**config.mk**
```make
export PLATFORM = sky130hd
export DESIGN_NAME = timer_counter
export DESIGN_NICKNAME = d
export VERILOG_FILES = /design/src/rtl/timer_counter.sv
export SDC_FILE = /design/constraint.sdc
export NUM_CORES = 1
export LEC_CHECK = 0
export BUFFER_PORTS_ARGS = -buffer_cell sky130_fd_sc_hd__buf_2
export CAP_MARGIN = 20
export CORE_MARGIN = 5
export CORE_UTILIZATION = 49
export DETAILED_ROUTE_END_ITERATION = 16
export PLACE_DENSITY = 0.81
export SKIP_LAST_GASP = 1
export SLEW_MARGIN = 20
export SYNTH_ARGS = -nofsm -noshare
export SYNTH_HDL_FRONTEND = slang
export SYNTH_SLANG_ARGS = --single-unit
```
**constraint.sdc**
```tcl
create_clock -name clk -period 2.8 [get_ports clk]
set_clock_uncertainty 0.15 [all_clocks]
set_input_delay 0 -clock clk [delete_from_list [all_inputs] [get_ports clk]]
set_output_delay 0 -clock clk [all_outputs]
set_load 0.03 [all_outputs]
```
**src/rtl/timer_counter.sv**
```systemverilog
// Memory-mapped 32-bit down-counter with CTRL/PRESET/COUNT registers and a level IRQ.
// Optional `TIMER_AUTORELOAD_EN` enables CTRL[2:1] mode storage and mode-1 auto-reload.
module timer_counter (
    input  logic        clk,
    input  logic        reset,
    input  logic [31:0] Addr,
    input  logic        WE,
    input  logic [31:0] Din,
    output logic [31:0] Dout,
    output logic        IRQ
);

    localparam int unsigned DATA_W = 32;
    localparam int unsigned CTRL_W = 4;

    localparam logic [1:0] S_IDLE = 2'd0;
    localparam logic [1:0] S_LOAD = 2'd1;
    localparam logic [1:0] S_CNT  = 2'd2;
    localparam logic [1:0] S_INT  = 2'd3;

    localparam logic [1:0] A_CTRL   = 2'd0;
    localparam logic [1:0] A_PRESET = 2'd1;
    localparam logic [1:0] A_COUNT  = 2'd2;

    logic [1:0]        r_state;
    logic [CTRL_W-1:0] r_ctrl;
    logic [DATA_W-1:0] r_preset;
    logic [DATA_W-1:0] r_count;
    logic              r_irq_flag;

    logic [1:0]        w_state_nxt;
    logic [CTRL_W-1:0] w_ctrl_nxt;
    logic [CTRL_W-1:0] w_fsm_ctrl;
    logic [CTRL_W-1:0] w_din_ctrl;
    logic [DATA_W-1:0] w_preset_nxt;
    logic [DATA_W-1:0] w_count_nxt;
    logic              w_irq_nxt;
    logic              w_wr_ctrl;
    logic              w_wr_preset;
    logic              w_unused_addr;

    assign w_unused_addr = ^{Addr[31:4], Addr[1:0]};
    assign w_wr_ctrl     = WE && (Addr[3:2] == A_CTRL);
    assign w_wr_preset   = WE && (Addr[3:2] == A_PRESET);

`ifdef TIMER_AUTORELOAD_EN
    assign w_din_ctrl = Din[3:0];
`else
    // Mode bits are hardwired to zero: every count is one-shot.
    assign w_din_ctrl = {Din[3], 2'b00, Din[0]};
`endif

    // Next-state and datapath logic; a bus write to CTRL overrides the FSM's Enable clear.
    always_comb begin
        w_state_nxt  = r_state;
        w_fsm_ctrl   = r_ctrl;
        w_count_nxt  = r_count;
        w_irq_nxt    = r_irq_flag;
        w_preset_nxt = r_preset;
        case (r_state)
            S_IDLE: begin
                if (r_ctrl[0]) begin
                    w_state_nxt = S_LOAD;
                end
            end
            S_LOAD: begin
                w_count_nxt = r_preset;
                w_state_nxt = S_CNT;
            end
            S_CNT: begin
                if (!r_ctrl[0]) begin
                    w_state_nxt = S_IDLE;
                end else if (r_count > DATA_W'(1)) begin
                    w_count_nxt = r_count - DATA_W'(1);
                end else begin
                    w_count_nxt = '0;
                    w_irq_nxt   = 1'b1;
                    w_state_nxt = S_INT;
                end
            end
            default: begin
`ifdef TIMER_AUTORELOAD_EN
                if (r_ctrl[2:1] == 2'b01) begin
                    w_irq_nxt = 1'b0;
                end else begin
                    w_fsm_ctrl[0] = 1'b0;
                end
`else
                w_fsm_ctrl[0] = 1'b0;
`endif
                w_state_nxt = S_IDLE;
            end
        endcase

        w_ctrl_nxt = w_wr_ctrl ? w_din_ctrl : w_fsm_ctrl;
        if (w_wr_ctrl) begin
            w_irq_nxt = 1'b0;
        end
        if (w_wr_preset) begin
            w_preset_nxt = Din;
        end
    end

    always_ff @(posedge clk or negedge reset) begin
        if (!reset) begin
            r_state <= S_IDLE;
        end else begin
            r_state <= w_state_nxt;
        end
    end

    always_ff @(posedge clk or negedge reset) begin
        if (!reset) begin
            r_ctrl     <= '0;
            r_preset   <= '0;
            r_count    <= '0;
            r_irq_flag <= 1'b0;
        end else begin
            r_ctrl     <= w_ctrl_nxt;
            r_preset   <= w_preset_nxt;
            r_count    <= w_count_nxt;
            r_irq_flag <= w_irq_nxt;
        end
    end

    // Zero-latency read mux so the CPU samples in the same M cycle.
    always_comb begin
        case (Addr[3:2])
            A_CTRL:   Dout = {{(DATA_W-CTRL_W){1'b0}}, r_ctrl};
            A_PRESET: Dout = r_preset;
            A_COUNT:  Dout = r_count;
            default:  Dout = '0;
        endcase
    end

    assign IRQ = r_irq_flag & r_ctrl[3];

endmodule

```
==> results.md <==
* Status: finished, final reports clean
* Filler cell count at ~690
* Worst-margin pin slew at about 0.8 ns
* Tot GR Track Use at 0.235
* Area of the multi-input gates at around 0.0021 sq mm
* Final Max Tran Viols at 0
* Vias in the first global route at a little over 4000
* WS Path Type: reg -> reg
* Largest fanout on the critical path at 9
* Critical Path Slowest Stage Cell: or4_4
* Top Family by Delay on Critical Path: simple AND/OR/NAND/NOR gates
* Initial drt markers at 301
* Fmax at ~360 MHz
* Yosys warning total at 0
* Post-layout nets at ~610
* CP required at around 2.9 ns
* Die height at 101 microns
* Clk buf depth at 2
* P_leak at around 0.0023 uW
* Area delta synth->final at 30.7%
* DR WL/cell at 18.2 microns
* Worst hold path type: in -> async
* Setup crit end kind: flip-flop
* Post-synth EDFFs at 0
* Post-DP HPWL at 7830 microns
* Die area at 0.0102 sq mm
* Max cap viols at 0
* CTS H-Tree Depth at 3
* Port-buffer cells at a little under 70
* Grt ovf at 0
* CTS tree: yes
* Max VDD drop at approximately 0.39 mV
* Clk slew on worst S/H paths at roughly 0.080 ns
* Initial DRT Pass Iterations at 5
* Yosys reg bits at 69
* Cell variety after synth at 51
* Post-DP Area at between 0.004 and 0.005 sq mm
* Via count at 4080
* Post-DR vias/cell at 6.24
* Post-Syn Area at 0.00404 sq mm
* Sequential Area at ~0.0017 sq mm
* Starting Density at 0.497
* Clk Latency, worst-skew pair at 0.35 ns
* Number of diodes at 0
* CTS Sinks at between 60 and 70
* Worst Path Buf+Inv at 1
* Kind of start point of the critical path: flip-flop
* Global-route wire length before repair at roughly 19000 microns
* Drt total wl at around 12000 microns
* Critical path's largest stage delay at approximately 0.6 ns
* Sequential area share after synthesis at 0.427
* DRC at 0
* Final Hold Fails at 0
* Tmin final at 2.78 ns
* RSZ-0062 raised after global routing: true
* Worst-path cell chain: or4_4 -> or4_4 -> or4_4 -> buf_4 -> a32oi_1 -> o22ai_1
* Initial antenna violation count at 0
* Clk Tree Root Cell: clkbuf_8
* Critical Path Most Common Cell: or4_4
* Slew margin rel. at 0.464
* Synth Flop Type: dfrtp_1
* # setup viols final at 0
* Syn_nets at 480
* CP arrival at ~2.8 ns
* Pwr dens at 912 mW/mm^2
* Die width at roughly 100 microns
* Synthesized area per cell at around 9.8 sq um
* Row cnt at 33
* Routed Antenna Nets at 0
* Asr flop ratio synth at 1.00
* Fin crit share at 0.994
* Layout cells sized above 1 at 0.317
* Cell area after layout at between 0.005 and 0.006 sq mm
* Routability cong. at 0.923
* Core Box Area at between 0.008 and 0.009 sq mm
* Ports at 100
* Syn Inst Count at 411
* TritonCTS buffer count at 9
* Largest net degree at the start of global routing at 46
* Setup TNS at 0 ns
-- repair_timing --
action | in CTS | in global routing
hold buffers | 40 | 0
endpoints found under the hold margin | 104 | 0
buffers inserted | 0 | 1
gates resized for setup | 0 | 1
setup endpoints to repair | 0 | 9
-- power breakdown --
part	internal [uW]	switching (uW)	total [uW]
combinational	1030	1490	2520
sequential	1300	299	1600
clock	316	382	698
-- through the flow --
step           worst slack [ns]   util  std cells  power, uW  hold slack, ns
2_1_floorplan            0.0930      -        411       3120          -0.446
3_3_place_gp             0.0969  0.579        597       3930          -0.204
3_5_place_dp             0.0491  0.579        597       4020          -0.192
4_1_cts                  0.0292  0.648        653       4770          0.0625
5_1_grt                 -0.0365  0.649        654       5110           0.112
6_report                 0.0165  0.649        654       4810          0.0610
-- tightest hold or removal path: stages --
cell and delay (ns):
dlygate4sd3_1 0.51, buf_2 0.13, buf_4 0.31
-- cells in the mapped netlist (9+ instances only) --
master | number | area, sq um
dfrtp_1 | 69 | 1730
mux2_2 | 33 | 372
a22o_1 | 31 | 272
nand2_1 | 26 | 97.6
nor2_1 | 23 | 86.3
clkbuf_1 | 19 | 71.3
inv_1 | 15 | 56.3
nand3_1 | 15 | 75.1
nand4_1 | 14 | 87.6
nor3_1 | 13 | 65.1
a21oi_1 | 11 | 55.1
a31oi_1 | 11 | 68.8
o31ai_1 | 10 | 75.1
nor4_1 | 9 | 56.3
-- routing by layer --
metal	vias up	part of all wire	track usage
met1	1995	0.43	0.319
met3	26	0.071	0.0346
met4	0	0.019	0.0870
met2	191	0.48	0.382
li1	1868	-	-
met5	-	0	0
-- worst paths after layout --
check | from | endpoint | slack (ns) | depth (start not counted)
worst max-delay path | r_count[25] | r_count[10] | 0.02 | 6
worst min-delay path | reset | r_preset[21] | 0.06 | 3
worst max register to register | r_count[25] | r_count[10] | 0.02 | 6
worst min register to register | r_preset[29] | r_count[29] | 0.37 | 2
max in group asynchronous | reset | r_count[8] | 1.30 | 3
min in group clk | Din[27] | r_preset[27] | 0.26 | 3
-- state kept, by name, summed over array words and instances, names as in the netlist --
| name | cells |
|---|---|
| r_preset | 32 |
| r_irq_flag | 1 |
| r_count | 32 |
| r_state | 2 |
| r_ctrl | 2 |
-- logic make-up after synthesis --
family,synth area share
compound gates,0.216
fa+ha+maj,0.00619
buf+inv,0.0530
flops,0.427
mux,0.104
simple gates,0.194
-- final cells by class --
type,count,area share
multi-input cells,295,0.400
flip-flops and latches,69,0.327
repair buffers,153,0.207
clock buffers,11,0.0249
well taps,105,0.0249
inverters,16,0.0114
clock inverters,5,0.00521
-- layout by cell type, fill, tap and decap left out, types with 10 or more instances in the layout --
cell type / count
dlygate4sd3_1: 40
a21oi_1: 10
nor3_1: 13
nand2_1: 26
a22o_1: 31
buf_2: 69
buf_4: 42
mux2_2: 33
dfrtp_1: 69
nor2_1: 23
nand4_1: 14
o31ai_1: 10
a31oi_1: 11
nand3_1: 15
inv_1: 15
Note: power is estimated with default switching activity, not from simulation.
